[config.mk]
export PLATFORM = sky130hd
export DESIGN_NAME = mac_seq
export DESIGN_NICKNAME = d
export VERILOG_FILES = /design/src/rtl/mac_seq.sv
export SDC_FILE = /design/constraint.sdc
export NUM_CORES = 1
export LEC_CHECK = 0
export CAP_MARGIN = 5
export CELL_PAD_IN_SITES_DETAIL_PLACEMENT = 0
export CELL_PAD_IN_SITES_GLOBAL_PLACEMENT = 2
export CORE_MARGIN = 4
export CORE_UTILIZATION = 12
export DETAILED_ROUTE_END_ITERATION = 10
export GPL_TIMING_DRIVEN = 0
export PLACE_DENSITY = 0.78
export SLEW_MARGIN = 20
export SYNTH_ARGS = -nofsm -noshare
export SYNTH_HDL_FRONTEND = slang
export SYNTH_SLANG_ARGS = --single-unit
[constraint.sdc]
create_clock -name clk -period 1.3 [get_ports clk]
set_input_delay 0.26 -clock clk [delete_from_list [all_inputs] [get_ports clk]]
set_output_delay 0.26 -clock clk [all_outputs]
set_load 0.05 [all_outputs]
[src/rtl/mac_seq.sv]
// mac_seq: chunk sequencer around an enable-less MAC, psum fed back in place.
// Optional chunk counter output enabled by `define MAC_SEQ_CNT_EN.
module mac_seq #(
  parameter int bw      = 4,
  parameter int psum_bw = 16
) (
  input  logic                  clk,
  input  logic                  reset_n,
  input  logic                  in_valid,
  output logic                  in_ready,
  input  logic [3:0][bw-1:0]    in_a,
  input  logic [3:0][bw-1:0]    in_b,
  input  logic                  in_last,
  output logic [3:0][bw-1:0]    mac_a,
  output logic [3:0][bw-1:0]    mac_b,
  output logic [psum_bw-1:0]    mac_c,
  input  logic [psum_bw-1:0]    mac_out,
  output logic                  out_valid,
  input  logic                  out_ready,
`ifdef MAC_SEQ_CNT_EN
  output logic [7:0]            out_cnt,
`endif
  output logic [psum_bw-1:0]    out_psum
);

  typedef enum logic {
    S_ACC,
    S_DONE
  } state_t;

  state_t state, state_nxt;
  logic   first;
  logic   fire;

  assign in_ready = (state == S_ACC) && !out_valid;
  assign fire     = in_valid && in_ready;

  // Bubbles feed zero products so the fed-back psum holds.
  assign mac_a = fire ? in_a : '0;
  assign mac_b = fire ? in_b : '0;
  assign mac_c = first ? '0 : mac_out;

  always_comb begin
    state_nxt = state;
    unique case (state)
      S_ACC:  if (fire && in_last) state_nxt = S_DONE;
      S_DONE: state_nxt = S_ACC;
      default: state_nxt = S_ACC;
    endcase
  end

  always_ff @(posedge clk or negedge reset_n) begin
    if (!reset_n) begin
      state <= S_ACC;
    end else begin
      state <= state_nxt;
    end
  end

  always_ff @(posedge clk or negedge reset_n) begin
    if (!reset_n) begin
      first <= 1'b1;
    end else if (fire) begin
      first <= in_last;
    end
  end

  always_ff @(posedge clk or negedge reset_n) begin
    if (!reset_n) begin
      out_valid <= 1'b0;
      out_psum  <= '0;
    end else if (state == S_DONE) begin
      out_valid <= 1'b1;
      out_psum  <= mac_out;
    end else if (out_ready) begin
      out_valid <= 1'b0;
    end
  end

`ifdef MAC_SEQ_CNT_EN
  logic [7:0] cnt;
  logic [7:0] cnt_inc;
  logic [7:0] cnt_last;

  assign cnt_inc = (cnt == 8'hFF) ? cnt : cnt + 8'd1;

  // Count of the finished vector waits in cnt_last for the S_DONE capture.
  always_ff @(posedge clk or negedge reset_n) begin
    if (!reset_n) begin
      cnt      <= '0;
      cnt_last <= '0;
      out_cnt  <= '0;
    end else begin
      if (fire) begin
        if (in_last) begin
          cnt      <= '0;
          cnt_last <= cnt_inc;
        end else begin
          cnt      <= cnt_inc;
        end
      end
      if (state == S_DONE) begin
        out_cnt <= cnt_last;
      end
    end
  end
`endif

endmodule

==> results of run 1 <==
[cell type report]
cell class	count	area [sq um]	share of cell area, %
Timing Repair Buffer	140	1652	52.38
Multi-Input combinational cell	69	728.2	23.10
Sequential cell	19	478.0	15.16
Tap cell	105	131.4	4.167
Buffer	5	115.1	3.651
Clock buffer	4	45.04	1.429
Inverter	1	3.754	0.1190
[cell usage after synthesis]
cell type  number
a21o_1          1
and2_1         33
buf_2           1
buf_6           1
clkbuf_1        1
clkbuf_2        3
dfrtp_1        18
dfstp_2         1
inv_1           1
mux2_2         17
nor2_1          1
nor2b_1        16
nor3b_4         1
[flip-flops by register name, indices dropped and copies added (netlist names)]
name	flops
state	1
out_psum	16
first	1
out_valid	1
[power by group through the flow]
stage          Combinational, mW  Sequential [mW]  Clock, mW
6_report                    2.68            0.825      0.410
5_1_grt                     2.79            0.845      0.452
4_1_cts                     2.55            0.819      0.427
3_5_place_dp                2.14            0.843          0
3_3_place_gp                2.15            0.838          0
2_1_floorplan              0.884             1.30          0
[routing by layer]
layer | wire, microns | global-route usage (%) | part of all wire [%]
met1 | 1672 | 9.371 | 37
met2 | 2220 | 13.93 | 50
met3 | 534 | 2.893 | 12
met4 | 41 | 2.454 | 0.92
met5 | 0 | 0 | 0
[stage by stage]
stage	power, mW	worst slack (ns)
global placement	2.984	-1.352
global route	4.086	-0.5466
detailed placement	2.986	-1.355
CTS	3.799	-0.5173
finish	3.914	-0.4759
floorplan	2.187	-0.2465
[cells by family after synthesis]
group | synth area share, %
flops | 45.68
compound gates | 0.7197
mux | 18.34
simple gates | 31.54
buf+inv | 3.715
[worst reg2reg max path, cell delays in order, from the launching register on]
cell	delay (ns)
dfrtp_2	0.43
nor3b_4	0.20
buf_6	0.19
buf_4	0.13
buf_6	0.08
buf_6	0.08
buf_6	0.08
buf_6	0.08
buf_6	0.08
buf_6	0.08
mux2_4	0.28
[what timing repair did]
action                     4_1_cts  5_1_grt
pin swaps                       13        3
setup endpoints to repair       67       52
gates resized for setup        469       29
buffers inserted                16        3
gates cloned                     2        2
[worst max path at each step]
stage               from        end  slack, ns
4_1_cts            state  mac_b[13]      -0.52
2_1_floorplan      first  mac_c[10]      -0.25
6_report       out_valid  mac_a[14]      -0.48
5_1_grt        out_valid   mac_b[0]      -0.55
3_5_place_dp    in_valid   mac_b[7]      -1.36
3_3_place_gp    in_valid  mac_b[13]      -1.35
==> flow_metrics.py, run 1 <==
metrics = {
    "outcome": {
        "run_status": "complete, but fails checks",
        "failed_checks": "negative setup slack",
    },
    "power_and_ir_drop": {
        "internal_power_mw": 2.161,
        "switching_share_pct": 44.79,
        "clockPowerShare_pct": 10.5,
        "ir_drop_mv": 0.8883,
        "power_density_nw_per_um2": 1241,
        "p_seq_share_pct": 21.1,
        "pwr-share-comb_pct": 68.4,
        "p_switching_mw": 1.753,
        "p_leak_nw": 1.418,
    },
    "layout": {
        "final_cell_mix": "50 x clkdlybuf4s50_1, 39 x buf_8, 31 x and2_4",
        "n_antenna_cell": 0,
        "mostFrequentLayoutCell": "clkdlybuf4s50_1",
        "final_util_pct": 37.80,
        "area_growth_pct": 202.2,
        "fillCellCount": 808,
        "instances_no_fill": 343,
        "drive_above_1_share_pct": 69.33,
        "finalNetCount": 292,
        "fin_area_sq_um": 3153,
    },
    "routing": {
        "drt-wirelength-per-cell_microns": 13.03,
        "antenna_left": 0,
        "drt-total-wl_microns": 4469,
        "dr.pass1.iters": 2,
        "drc": 0,
        "vias_per_cell": 3.580,
        "first_iter_violations": 2,
        "num_vias": 1228,
    },
    "global_routing": {
        "grt_max_degree": 20,
        "grt-ovfl-total": 0,
        "antenna_found_initial": 0,
        "grtUsageTotal_pct": 8.083,
        "grt_pass1_vias": 1344,
        "grt_pass1_wl_microns": 6630,
    },
    "timing": {
        "period_needed_ns": 1.776,
        "rsz0062_at_grt": "yes",
        "finalCritPeriodShare_pct": 136.6,
        "final_max_slew_viol_count": 0,
        "max_freq_mhz": 563.1,
        "tns_ns": -19.10,
        "worst_pin_slew_ns": 0.8640,
        "fin_ws_ns": -0.4759,
        "slew_headroom_pct": 42.31,
        "hold-worst-slack_ns": 0.1048,
        "fin_skew_ns": 0.003331,
        "hold_viol_final": 0,
        "setup_viol_count_final": 51,
    },
    "clocking": {
        "clock_sinks": 19,
        "clock-root-buffer": "clkbuf_8",
        "postCtsHoldBufs": 0,
        "htree_num_levels": 1,
        "cts_tree": "built",
        "cts_buffer_depth": 2,
        "cts_made_buffers": 3,
        "clk_latency_ns": 0.25,
        "cts.clk_slew.worst_paths_ns": 0.07,
    },
    "critical_path": {
        "r2r_slack_ns": -0.47,
        "r2r-end": "first",
        "required_ns": 1.04,
        "critPathMaxFanout": 9,
        "crit_cells": 5,
        "crit_path_start_kind": "flop",
        "max_stage_delay_ns": 0.43,
        "cp_top_family": "buffers and inverters",
        "setup.worst_path.end_class": "primary output",
        "rr_startpoint": "out_valid",
        "slowest_stage": "dfrtp_2",
        "path_buf_inv": 3,
        "cp_cell_sequence": "nor3b_4 > buf_6 > clkbuf_16 > and2_4 > buf_8",
        "reg2regPathDepth": 10,
        "setup.worst_path.class": "reg2out",
        "arrival_ns": 1.52,
    },
    "placement": {
        "hpwl_microns": 3164,
        "gp_congestion": 0.6424,
        "placed_area_sq_um": 2446,
        "port-buffer-count": 118,
        "dpl.cell_count": 318,
    },
    "die": {
        "core_sq_um": 8341,
        "io_pins": 119,
        "start_util_pct": 12.51,
        "die_y_microns": 101.3,
        "die_area_sq_um": 10250,
        "rows": 33,
        "die_width_microns": 101.3,
    },
    "min_path": {
        "hp-class": "in2async",
    },
    "synth": {
        "yosysTopAreaCell": "dfrtp_1",
        "synth_fp_nets": 148,
        "netlist_top_cells_area": "dfrtp_1 43%, and2_1 20%, mux2_2 18%",
        "ys_seq_area_share_pct": 45.68,
        "yosysWarnings": 0,
        "synth.distinct_cells": 13,
        "netlist.area_leader.share_pct": 43.17,
        "netlist_instances": 95,
        "synth-seq-cells": 19,
        "synth.avg_cell_area_sq_um": 10.98,
        "netlist_area_sq_um": 1044,
    },
    "run": {
        "drv_cap": 0,
    },
}
Power figures use the tool's default switching activity.
==> inputs of run 2 (changes only) <==
--- a/config.mk
+++ b/config.mk
@@ -8,11 +8,14 @@
 export CAP_MARGIN = 5
 export CELL_PAD_IN_SITES_DETAIL_PLACEMENT = 0
 export CELL_PAD_IN_SITES_GLOBAL_PLACEMENT = 2
+export CORE_ASPECT_RATIO = 1.4
 export CORE_MARGIN = 4
 export CORE_UTILIZATION = 12
+export CTS_CLUSTER_DIAMETER = 150
 export DETAILED_ROUTE_END_ITERATION = 10
 export GPL_TIMING_DRIVEN = 0
 export PLACE_DENSITY = 0.78
+export SETUP_SLACK_MARGIN = 0.4
 export SLEW_MARGIN = 20
 export SYNTH_ARGS = -nofsm -noshare
 export SYNTH_HDL_FRONTEND = slang
==> flow_metrics.py, run 2 (synthesis gave the netlist of run 1 again) <==
metrics = {
    "timing": {
        "hold-worst-slack_ns": 0.06490,
        "period_needed_ns": 1.820,
        "fin_ws_ns": -0.5202,
        "max_freq_mhz": 549.4,
        "worst_pin_slew_ns": 0.5186,
        "rsz0062_at_grt": "yes",
        "tns_ns": -22.03,
        "finalCritPeriodShare_pct": 140.0,
        "hold_viol_final": 0,
        "slew_headroom_pct": 65.43,
        "fin_skew_ns": 0.003527,
        "final_max_slew_viol_count": 0,
        "setup_viol_count_final": 67,
    },
    "layout": {
        "largest_reg_flops": 16,
        "fin_area_sq_um": 3402,
        "area.sequential_sq_um": 491.7,
        "drive_above_1_share_pct": 74.69,
        "n_antenna_cell": 0,
        "multi_input_area_sq_um": 799.5,
        "finalNetCount": 299,
        "area_growth_pct": 226.0,
        "top_register": "out_psum",
        "final_cell_mix": "51 x clkdlybuf4s50_1, 44 x buf_8, 32 x buf_6",
        "fillCellCount": 821,
        "mostFrequentLayoutCell": "clkdlybuf4s50_1",
    },
    "placement": {
        "placed_area_sq_um": 2670,
        "hpwl_microns": 3329,
        "port-buffer-count": 118,
        "gp_congestion": 0.6159,
    },
    "critical_path": {
        "setup.worst_path.end_class": "primary output",
        "required_ns": 1.04,
        "crit_path_start_kind": "flop",
        "arrival_ns": 1.56,
        "max_stage_delay_ns": 0.39,
        "setup.worst_path.class": "reg2out",
        "critPathMaxFanout": 10,
        "cp_cell_sequence": "buf_12 > nor3b_4 > buf_6 > clkbuf_16 > and2_4 > buf_8",
        "slowest_stage": "dfrtp_1",
    },
    "clocking": {
        "cts_tree": "built",
        "postCtsHoldBufs": 0,
        "clock-root-buffer": "clkbuf_16",
        "htree_num_levels": 1,
        "cts.clk_slew.worst_paths_ns": 0.06,
        "cts_made_buffers": 3,
        "clk_latency_ns": 0.25,
        "clock_sinks": 19,
        "cts_buffer_depth": 2,
    },
    "die": {
        "die_y_microns": 118.3,
        "core_sq_um": 8558,
        "die_area_sq_um": 10270,
        "start_util_pct": 12.19,
        "die_width_microns": 86.81,
        "io_pins": 119,
        "rows": 40,
    },
    "global_routing": {
        "antenna_found_initial": 0,
        "grt-ovfl-total": 0,
        "grt_pass1_wl_microns": 7238,
        "grtUsageTotal_pct": 8.935,
        "grt_max_degree": 20,
        "grt_pass1_vias": 1488,
    },
    "power_and_ir_drop": {
        "power_density_nw_per_um2": 1338,
        "ir_drop_mv": 0.8019,
        "p_leak_nw": 1.563,
    },
    "routing": {
        "dr.pass1.iters": 2,
        "drt-wirelength-per-cell_microns": 13.17,
        "antenna_left": 0,
        "drt-total-wl_microns": 4610,
        "vias_per_cell": 3.646,
        "drc": 0,
        "num_vias": 1276,
        "first_iter_violations": 7,
    },
    "min_path": {
        "hp-class": "in2async",
    },
    "run": {
        "drv_cap": 0,
    },
    "outcome": {
        "failed_checks": "negative setup slack",
        "run_status": "complete, but fails checks",
    },
}
run 2: final timing paths:
path                             start     endpoint  slack [ns]  cells past startpoint
setup / recovery                 state     mac_a[5]       -0.52                      6
hold / removal                 reset_n  out_psum[1]        0.06                      1
setup reg to reg                 state  out_psum[4]       -0.14                      6
hold reg to reg            out_psum[2]  out_psum[2]        0.53                      1
max in group asynchronous      reset_n  out_psum[7]        0.85                      1
min in group clk           out_psum[2]  out_psum[2]        0.53                      1
run 2: metal layers:
layer  up-vias  global-route usage (%)  wire length, microns
met2        90                   16.02                  2396
met1       581                   9.254                  1531
met3         5                   3.068                   598
li1        600                       -                     -
met5         -                       0                     0
met4         0                   3.509                    83
run 2: power by group:
part           switching [mW]  internal [mW]
clock network           0.237          0.413
logic                    1.51           1.51
registers               0.124          0.758
total                    1.87           2.68
run 2: area by class of cell:
cell class	instances	share of cell area, %
Buffer	6	3.457
Clock buffer	3	2.207
Clock inverter	1	0.1471
Inverter	1	0.1103
Multi-Input combinational cell	69	23.50
Sequential cell	19	14.45
Tap cell	105	3.862
Timing Repair Buffer	146	52.26
run 2: metrics by stage:
stage | total power [mW] | setup WS [ns] | cells | util (%)
6_report | 4.553 | -0.5202 | 350 | 39.75
5_1_grt | 4.735 | -0.5819 | 350 | 39.75
4_1_cts | 4.553 | -0.5347 | 346 | 39.01
3_5_place_dp | 3.247 | -1.238 | 318 | 31.20
3_3_place_gp | 3.241 | -1.236 | 318 | 31.20
2_1_floorplan | 2.441 | -0.2265 | 95 | -
run 2: what timing repair did:
item / 4_1_cts / 5_1_grt
setup endpoints to repair: 104 / 85
resized for setup: 530 / 9
setup buffers: 20 / 4
pin swaps: 21 / 0
gates cloned: 4 / 0
run 2: worst max-delay path: cells and delay by family (launching register included):
| kind | cells | cell delay, ns |
|---|---|---|
| flops | 1 | 0.39 |
| simple gates | 2 | 0.33 |
| buf+inv | 4 | 0.58 |
